[config.mk]
export PLATFORM = sky130hd
export DESIGN_NAME = systolic_feeder_flat
export DESIGN_NICKNAME = d
export VERILOG_FILES = /design/src/rtl/systolic_feeder_pkg.sv /design/src/rtl/systolic_feeder_if.sv /design/src/rtl/skew_line.sv /design/src/rtl/systolic_feeder.sv /design/src/flat_wrapper.sv
export SDC_FILE = /design/constraint.sdc
export NUM_CORES = 1
export LEC_CHECK = 0
export BUFFER_PORTS_ARGS = -buffer_cell sky130_fd_sc_hd__buf_2
export CAP_MARGIN = 20
export CORE_MARGIN = 2
export CORE_UTILIZATION = 50
export DETAILED_ROUTE_END_ITERATION = 12
export PLACE_DENSITY = 0.73
export SYNTH_ARGS = -nofsm -noshare
export SYNTH_HDL_FRONTEND = slang
export SYNTH_SLANG_ARGS = --single-unit
[constraint.sdc]
create_clock -name clk_i -period 1.8 [get_ports clk_i]
set_input_delay 0.45 -clock clk_i [delete_from_list [all_inputs] [get_ports clk_i]]
set_output_delay 0.45 -clock clk_i [all_outputs]
set_load 0.1 [all_outputs]
[src/rtl/systolic_feeder_pkg.sv]
// systolic_feeder_pkg: shared types and defaults for the systolic array input stage
package systolic_feeder_pkg;
  localparam int SYS_ARRAY_SIZE = 4;
  localparam int DATA_W = 16;
  localparam int FEED_FLUSH_LEN = 2 * SYS_ARRAY_SIZE;
  typedef logic [DATA_W-1:0] data_t;
  typedef enum logic [1:0] {IDLE, FEED, FLUSH, DRAIN} feed_state_e;
endpackage

[src/rtl/systolic_feeder_if.sv]
// systolic_feeder_if: beat handshake in, skewed lanes and tile control out
interface systolic_feeder_if #(parameter int N = systolic_feeder_pkg::SYS_ARRAY_SIZE);
  import systolic_feeder_pkg::*;
  logic in_valid_i;
  logic in_ready_o;
  logic in_last_i;
  data_t in_a_i [N];
  data_t in_b_i [N];
  data_t a_o [N];
  data_t b_o [N];
  logic last_o;
  logic ctrl_o;
  logic busy_o;
  modport master (
    output in_valid_i, in_last_i, in_a_i, in_b_i,
    input in_ready_o, a_o, b_o, last_o, ctrl_o, busy_o
  );
  modport slave (
    input in_valid_i, in_last_i, in_a_i, in_b_i,
    output in_ready_o, a_o, b_o, last_o, ctrl_o, busy_o
  );
endinterface

[src/rtl/skew_line.sv]
// skew_line: DEPTH-stage shift register with asynchronous active-low clear
module skew_line #(
  parameter int DEPTH = 1,
  parameter type T = logic
) (
  input  logic clk_i,
  input  logic rst_ni,
  input  T     d_i,
  output T     q_o
);
  T r [DEPTH];
  always_ff @(posedge clk_i or negedge rst_ni) begin
    if (!rst_ni) r <= '{default: '0};
    else begin
      r[0] <= d_i;
      for (int k = 1; k < DEPTH; k++) r[k] <= r[k-1];
    end
  end
  assign q_o = r[DEPTH-1];
endmodule

[src/rtl/systolic_feeder.sv]
// systolic_feeder: skews A/B beats into the array and sequences flush, last and drain per tile
module systolic_feeder
  import systolic_feeder_pkg::*;
#(
  parameter int N = SYS_ARRAY_SIZE,
  parameter int FLUSH_LEN = FEED_FLUSH_LEN
) (
  input logic clk_i,
  input logic rst_ni,
  systolic_feeder_if.slave bus
);
  localparam int FW = $clog2(FLUSH_LEN);
  localparam int DW = $clog2(N) + 1;
  feed_state_e state, state_nxt;
  logic [FW-1:0] fcnt;
  logic [DW-1:0] dcnt;
  logic acc, flush_done, drain_done;
  assign bus.in_ready_o = state == IDLE || state == FEED;
  assign bus.busy_o = state == FLUSH || state == DRAIN;
  assign bus.ctrl_o = state == DRAIN;
  assign bus.last_o = flush_done;
  assign acc = bus.in_valid_i && bus.in_ready_o;
  assign flush_done = state == FLUSH && fcnt == FW'(FLUSH_LEN - 1);
  assign drain_done = state == DRAIN && dcnt == DW'(N - 1);
  always_comb begin
    state_nxt = acc ? (bus.in_last_i ? FLUSH : FEED) :
                flush_done ? DRAIN :
                drain_done ? IDLE : state;
  end
  always_ff @(posedge clk_i or negedge rst_ni) begin
    if (!rst_ni) begin
      state <= IDLE;
      fcnt <= '0;
      dcnt <= '0;
    end else begin
      state <= state_nxt;
      fcnt <= (state == FLUSH && !flush_done) ? fcnt + 1'b1 : '0;
      dcnt <= (state == DRAIN && !drain_done) ? dcnt + 1'b1 : '0;
    end
  end
  // Cycles without an accepted beat push zeros, so every lane sees the same bubble
  for (genvar i = 0; i < N; i++) begin : g_lane
    skew_line #(.DEPTH(i + 1), .T(data_t)) u_a (
      .clk_i(clk_i), .rst_ni(rst_ni), .d_i(acc ? bus.in_a_i[i] : '0), .q_o(bus.a_o[i])
    );
    skew_line #(.DEPTH(i + 1), .T(data_t)) u_b (
      .clk_i(clk_i), .rst_ni(rst_ni), .d_i(acc ? bus.in_b_i[i] : '0), .q_o(bus.b_o[i])
    );
  end
endmodule

[src/flat_wrapper.sv]
// flat-port wrapper written by rule: the top's interface ports become plain ports
module systolic_feeder_flat import systolic_feeder_pkg::*;
#(
  parameter int N = SYS_ARRAY_SIZE,
  parameter int FLUSH_LEN = FEED_FLUSH_LEN
)
  (clk_i, rst_ni, bus_in_valid_i, bus_in_last_i, bus_in_a_i, bus_in_b_i, bus_in_ready_o, bus_a_o, bus_b_o, bus_last_o, bus_ctrl_o, bus_busy_o);
  systolic_feeder_if #(.N(N)) bus_i ();
  input logic clk_i;
  input logic rst_ni;
  input wire logic [$bits(bus_i.in_valid_i)-1:0] bus_in_valid_i;
  input wire logic [$bits(bus_i.in_last_i)-1:0] bus_in_last_i;
  input wire logic [$bits(bus_i.in_a_i)-1:0] bus_in_a_i;
  input wire logic [$bits(bus_i.in_b_i)-1:0] bus_in_b_i;
  output wire logic [$bits(bus_i.in_ready_o)-1:0] bus_in_ready_o;
  output wire logic [$bits(bus_i.a_o)-1:0] bus_a_o;
  output wire logic [$bits(bus_i.b_o)-1:0] bus_b_o;
  output wire logic [$bits(bus_i.last_o)-1:0] bus_last_o;
  output wire logic [$bits(bus_i.ctrl_o)-1:0] bus_ctrl_o;
  output wire logic [$bits(bus_i.busy_o)-1:0] bus_busy_o;
  assign bus_i.in_valid_i = bus_in_valid_i;
  assign bus_i.in_last_i = bus_in_last_i;
  assign bus_i.in_a_i = {>>{bus_in_a_i}};
  assign bus_i.in_b_i = {>>{bus_in_b_i}};
  assign bus_in_ready_o = bus_i.in_ready_o;
  assign bus_a_o = {>>{bus_i.a_o}};
  assign bus_b_o = {>>{bus_i.b_o}};
  assign bus_last_o = bus_i.last_o;
  assign bus_ctrl_o = bus_i.ctrl_o;
  assign bus_busy_o = bus_i.busy_o;
  systolic_feeder #(.N(N), .FLUSH_LEN(FLUSH_LEN)) u_core (.clk_i(clk_i), .rst_ni(rst_ni), .bus(bus_i));
endmodule
==> summary.txt <==
H-tree levels -> 1
# rows -> 51
count of pins over their slew limit -> 0
Final Net Count -> 934
failing checks -> negative setup slack
Fillers -> 1439
Initial Utilization -> 51.3%
hold_sp -> bus_in_a_i[0]
Setup Skew -> 0.0150 ns
Area Overhead vs Synth -> 22.9%
capture point of the worst reg-to-reg path -> u_core.g_lane[2].u_a.r[42]$_DFF_PN0_
dpl cell area -> 11200 um2
multi-input logic area -> 1100 um2
pwr dens -> 1400 nW/um2
Worst setup EP type -> output pin
Final period util -> 116%
CP startpoint kind -> flop
CP max stage cell -> dfrtp_1
final setup margin -> -0.286 ns
Netlist Area Pre-Place -> 10100 um2
Die Ht -> 146 um
Max-Cap Viols -> 0
Bufs on Longest Clock Path -> 3
commonest non-fill, non-tap cells in the layout -> dfrtp_1, buf_2, and2_2
initial antenna violation count -> 5
synth unique cells -> 18
clock latency on the worst-skew pair -> 0.54 ns
RR Startpoint -> u_core.state[1]$_DFFE_PN0P_
Tot GR Track Use -> 15.4%
synthesized area per cell -> 17.1 um2
most common cell after layout, fill and taps aside -> dfrtp_1
routed len/inst -> 15.0 um
worst vdd ir -> 0.986 mV
port bufs -> 263
register area -> 8210 um2
R2R setup slack -> 0.30 ns
cell depth of the worst flop-to-flop path -> 5
Finished Core Util -> 63.0%
TritonCTS Buffers -> 31
worst min-delay path class -> in2reg
via count -> 4635
Hold Vio Cnt, Final -> 0
critical path data arrival time -> 1.64 ns
post-route cell area -> 12400 um2
Slew headroom -> 64.8%
TritonCTS clock tree -> done
# DRC -> 0
Post-Syn Nets -> 726
CP Class -> reg2out
Syn Inst Count -> 590
# IOs -> 264
Worst Max-Slew Pin Slew -> 0.532 ns
Die Footprint -> 21300 um2
Reg clk slew, reported paths -> 0.06 ns
status -> finished, violations left
largest net degree at the start of global routing -> 129
DRT iter0 DRCs -> 169
Post-Place Setup Slack -> 0.174 ns
DRT Pass-1 Iters -> 4
GRT overflow -> 0
largest fanout on the critical path -> 2
CTS sink cnt -> 328
Detailed Route WL -> 16.3 mm
leakage -> 6.98 nW
core area -> 19700 um2
Setup violations, final -> 1
hold depth -> 2
vias per cell -> 4.27
die width -> 146 um
first-pass GRT wire length -> 26.0 mm
hold_ws -> 0.111 ns
Final Critical Period -> 2.09 ns
Crit path required time -> 1.35 ns
CTS Root Cell -> clkbuf_16
Worst path max stage delay -> 0.35 ns
layout cells sized above 1 -> 53.2%
hpwl dp -> 10.8 mm
sequential area share after synthesis -> 81.4%
vias in the first global route -> 5086
RePlAce Congestion -> 0.774
hold endpoint -> u_core.g_lane[3].u_a.r[48]$_DFF_PN0_
Fmax achieved -> 479 MHz
worst path cell trace -> ha_2, ha_4, nor3b_4, buf_12
RSZ-0062 raised after global routing -> true
Ys Warns -> 0
synthesis-stage register bit count -> 328
ANT nets after route -> 0
==> flip-flops by register name, summed over array words and instances (netlist names) <==
register               flops
u_core.g_lane.u_a.q_o     64
u_core.g_lane.u_b.q_o     64
u_core.fcnt                3
u_core.dcnt                3
u_core.state               2
u_core.g_lane.u_a.r       96
u_core.g_lane.u_b.r       96
==> cell type report <==
| type | count | area share, % |
|---|---|---|
| clock buffer | 38 | 6.88 |
| clock inverter | 15 | 1.31 |
| multi-input combinational | 148 | 8.85 |
| antenna | 3 | 0.0606 |
| inverter | 3 | 0.111 |
| sequential | 328 | 66.3 |
| timing repair buffer | 286 | 13.8 |
| tap | 265 | 2.68 |
==> worst max-delay path by stage <==
stage / startpoint / slack [ns] / to / depth (start not counted)
floorplan: u_core.state[1]$_DFFE_PN0P_ / -0.48 / bus_last_o / 2
global placement: u_core.fcnt[0]$_DFF_PN0_ / 0.20 / bus_last_o / 4
detailed placement: u_core.fcnt[0]$_DFF_PN0_ / 0.17 / bus_last_o / 4
CTS: u_core.fcnt[0]$_DFF_PN0_ / -0.32 / bus_last_o / 4
global route: u_core.fcnt[0]$_DFF_PN0_ / -0.37 / bus_last_o / 4
finish: u_core.fcnt[0]$_DFF_PN0_ / -0.29 / bus_last_o / 4
==> synthesized netlist by cell type, drive strengths merged <==
cell type | n | area share (%)
clkbuf | 12 | 0.58
nand2 | 3 | 0.11
nor3b | 2 | 0.15
dfrtp | 328 | 81
a22oi | 1 | 0.074
nor4 | 1 | 0.062
ha | 4 | 0.50
buf | 99 | 7.4
o21ai | 2 | 0.099
nor2b | 1 | 0.087
nor3 | 3 | 0.15
o211ai | 1 | 0.074
and2 | 130 | 9.2
inv | 3 | 0.11
==> critical path, delay by kind of cell (launching register included) <==
kind	cells	cell delay [ns]
adders and majority gates	2	0.32
buffers and inverters	1	0.21
DFF	1	0.35
and+or+nand+nor	1	0.23
==> cell families (layout without fill, tap and decap cells) <==
family          count (synthesis)  after routing  synth area share, %
flops                         328            328                 81.4
simple gates                  140            140                 9.74
buf+inv                       114            342                 8.12
fa+ha+maj                       4              4                0.496
compound gates                  4              4                0.248
other cells                     0              3                    0
==> routing by layer <==
layer / vias up / part of all wire [%] / track usage, %
li1: 2123 / - / -
met1: 2264 / 38 / 18.4
met2: 203 / 50 / 25.9
met3: 41 / 8.8 / 5.72
met4: 4 / 3.3 / 5.49
met5: - / 0.13 / 0
==> through the flow <==
step | std cells | total power, mW | TNS (ns)
2_1_floorplan | 590 | 10.4 | -0.479
3_3_place_gp | 1021 | 10.9 | 0
3_5_place_dp | 1021 | 11.0 | 0
4_1_cts | 1080 | 17.5 | -0.369
5_1_grt | 1086 | 18.0 | -0.429
6_report | 1086 | 17.3 | -0.286
==> power by group <==
part	switching [mW]	internal [mW]	leakage (nW)	total, mW
logic	2.21	0.684	1.92	2.90
clock network	2.55	3.77	0.503	6.32
registers	0.173	7.92	4.56	8.09
total	4.93	12.4	6.98	17.3
==> repair_timing <==
item | in CTS | in global routing
setup endpoints to repair | 8 | 26
gates resized for setup | 17 | 24
gates cloned | 0 | 0
endpoints found under the hold margin | 37 | 0
pin swaps | 2 | 0
hold buffers | 1 | 0
buffers inserted | 5 | 3
No activity file was read; power rests on OpenSTA's default activity.
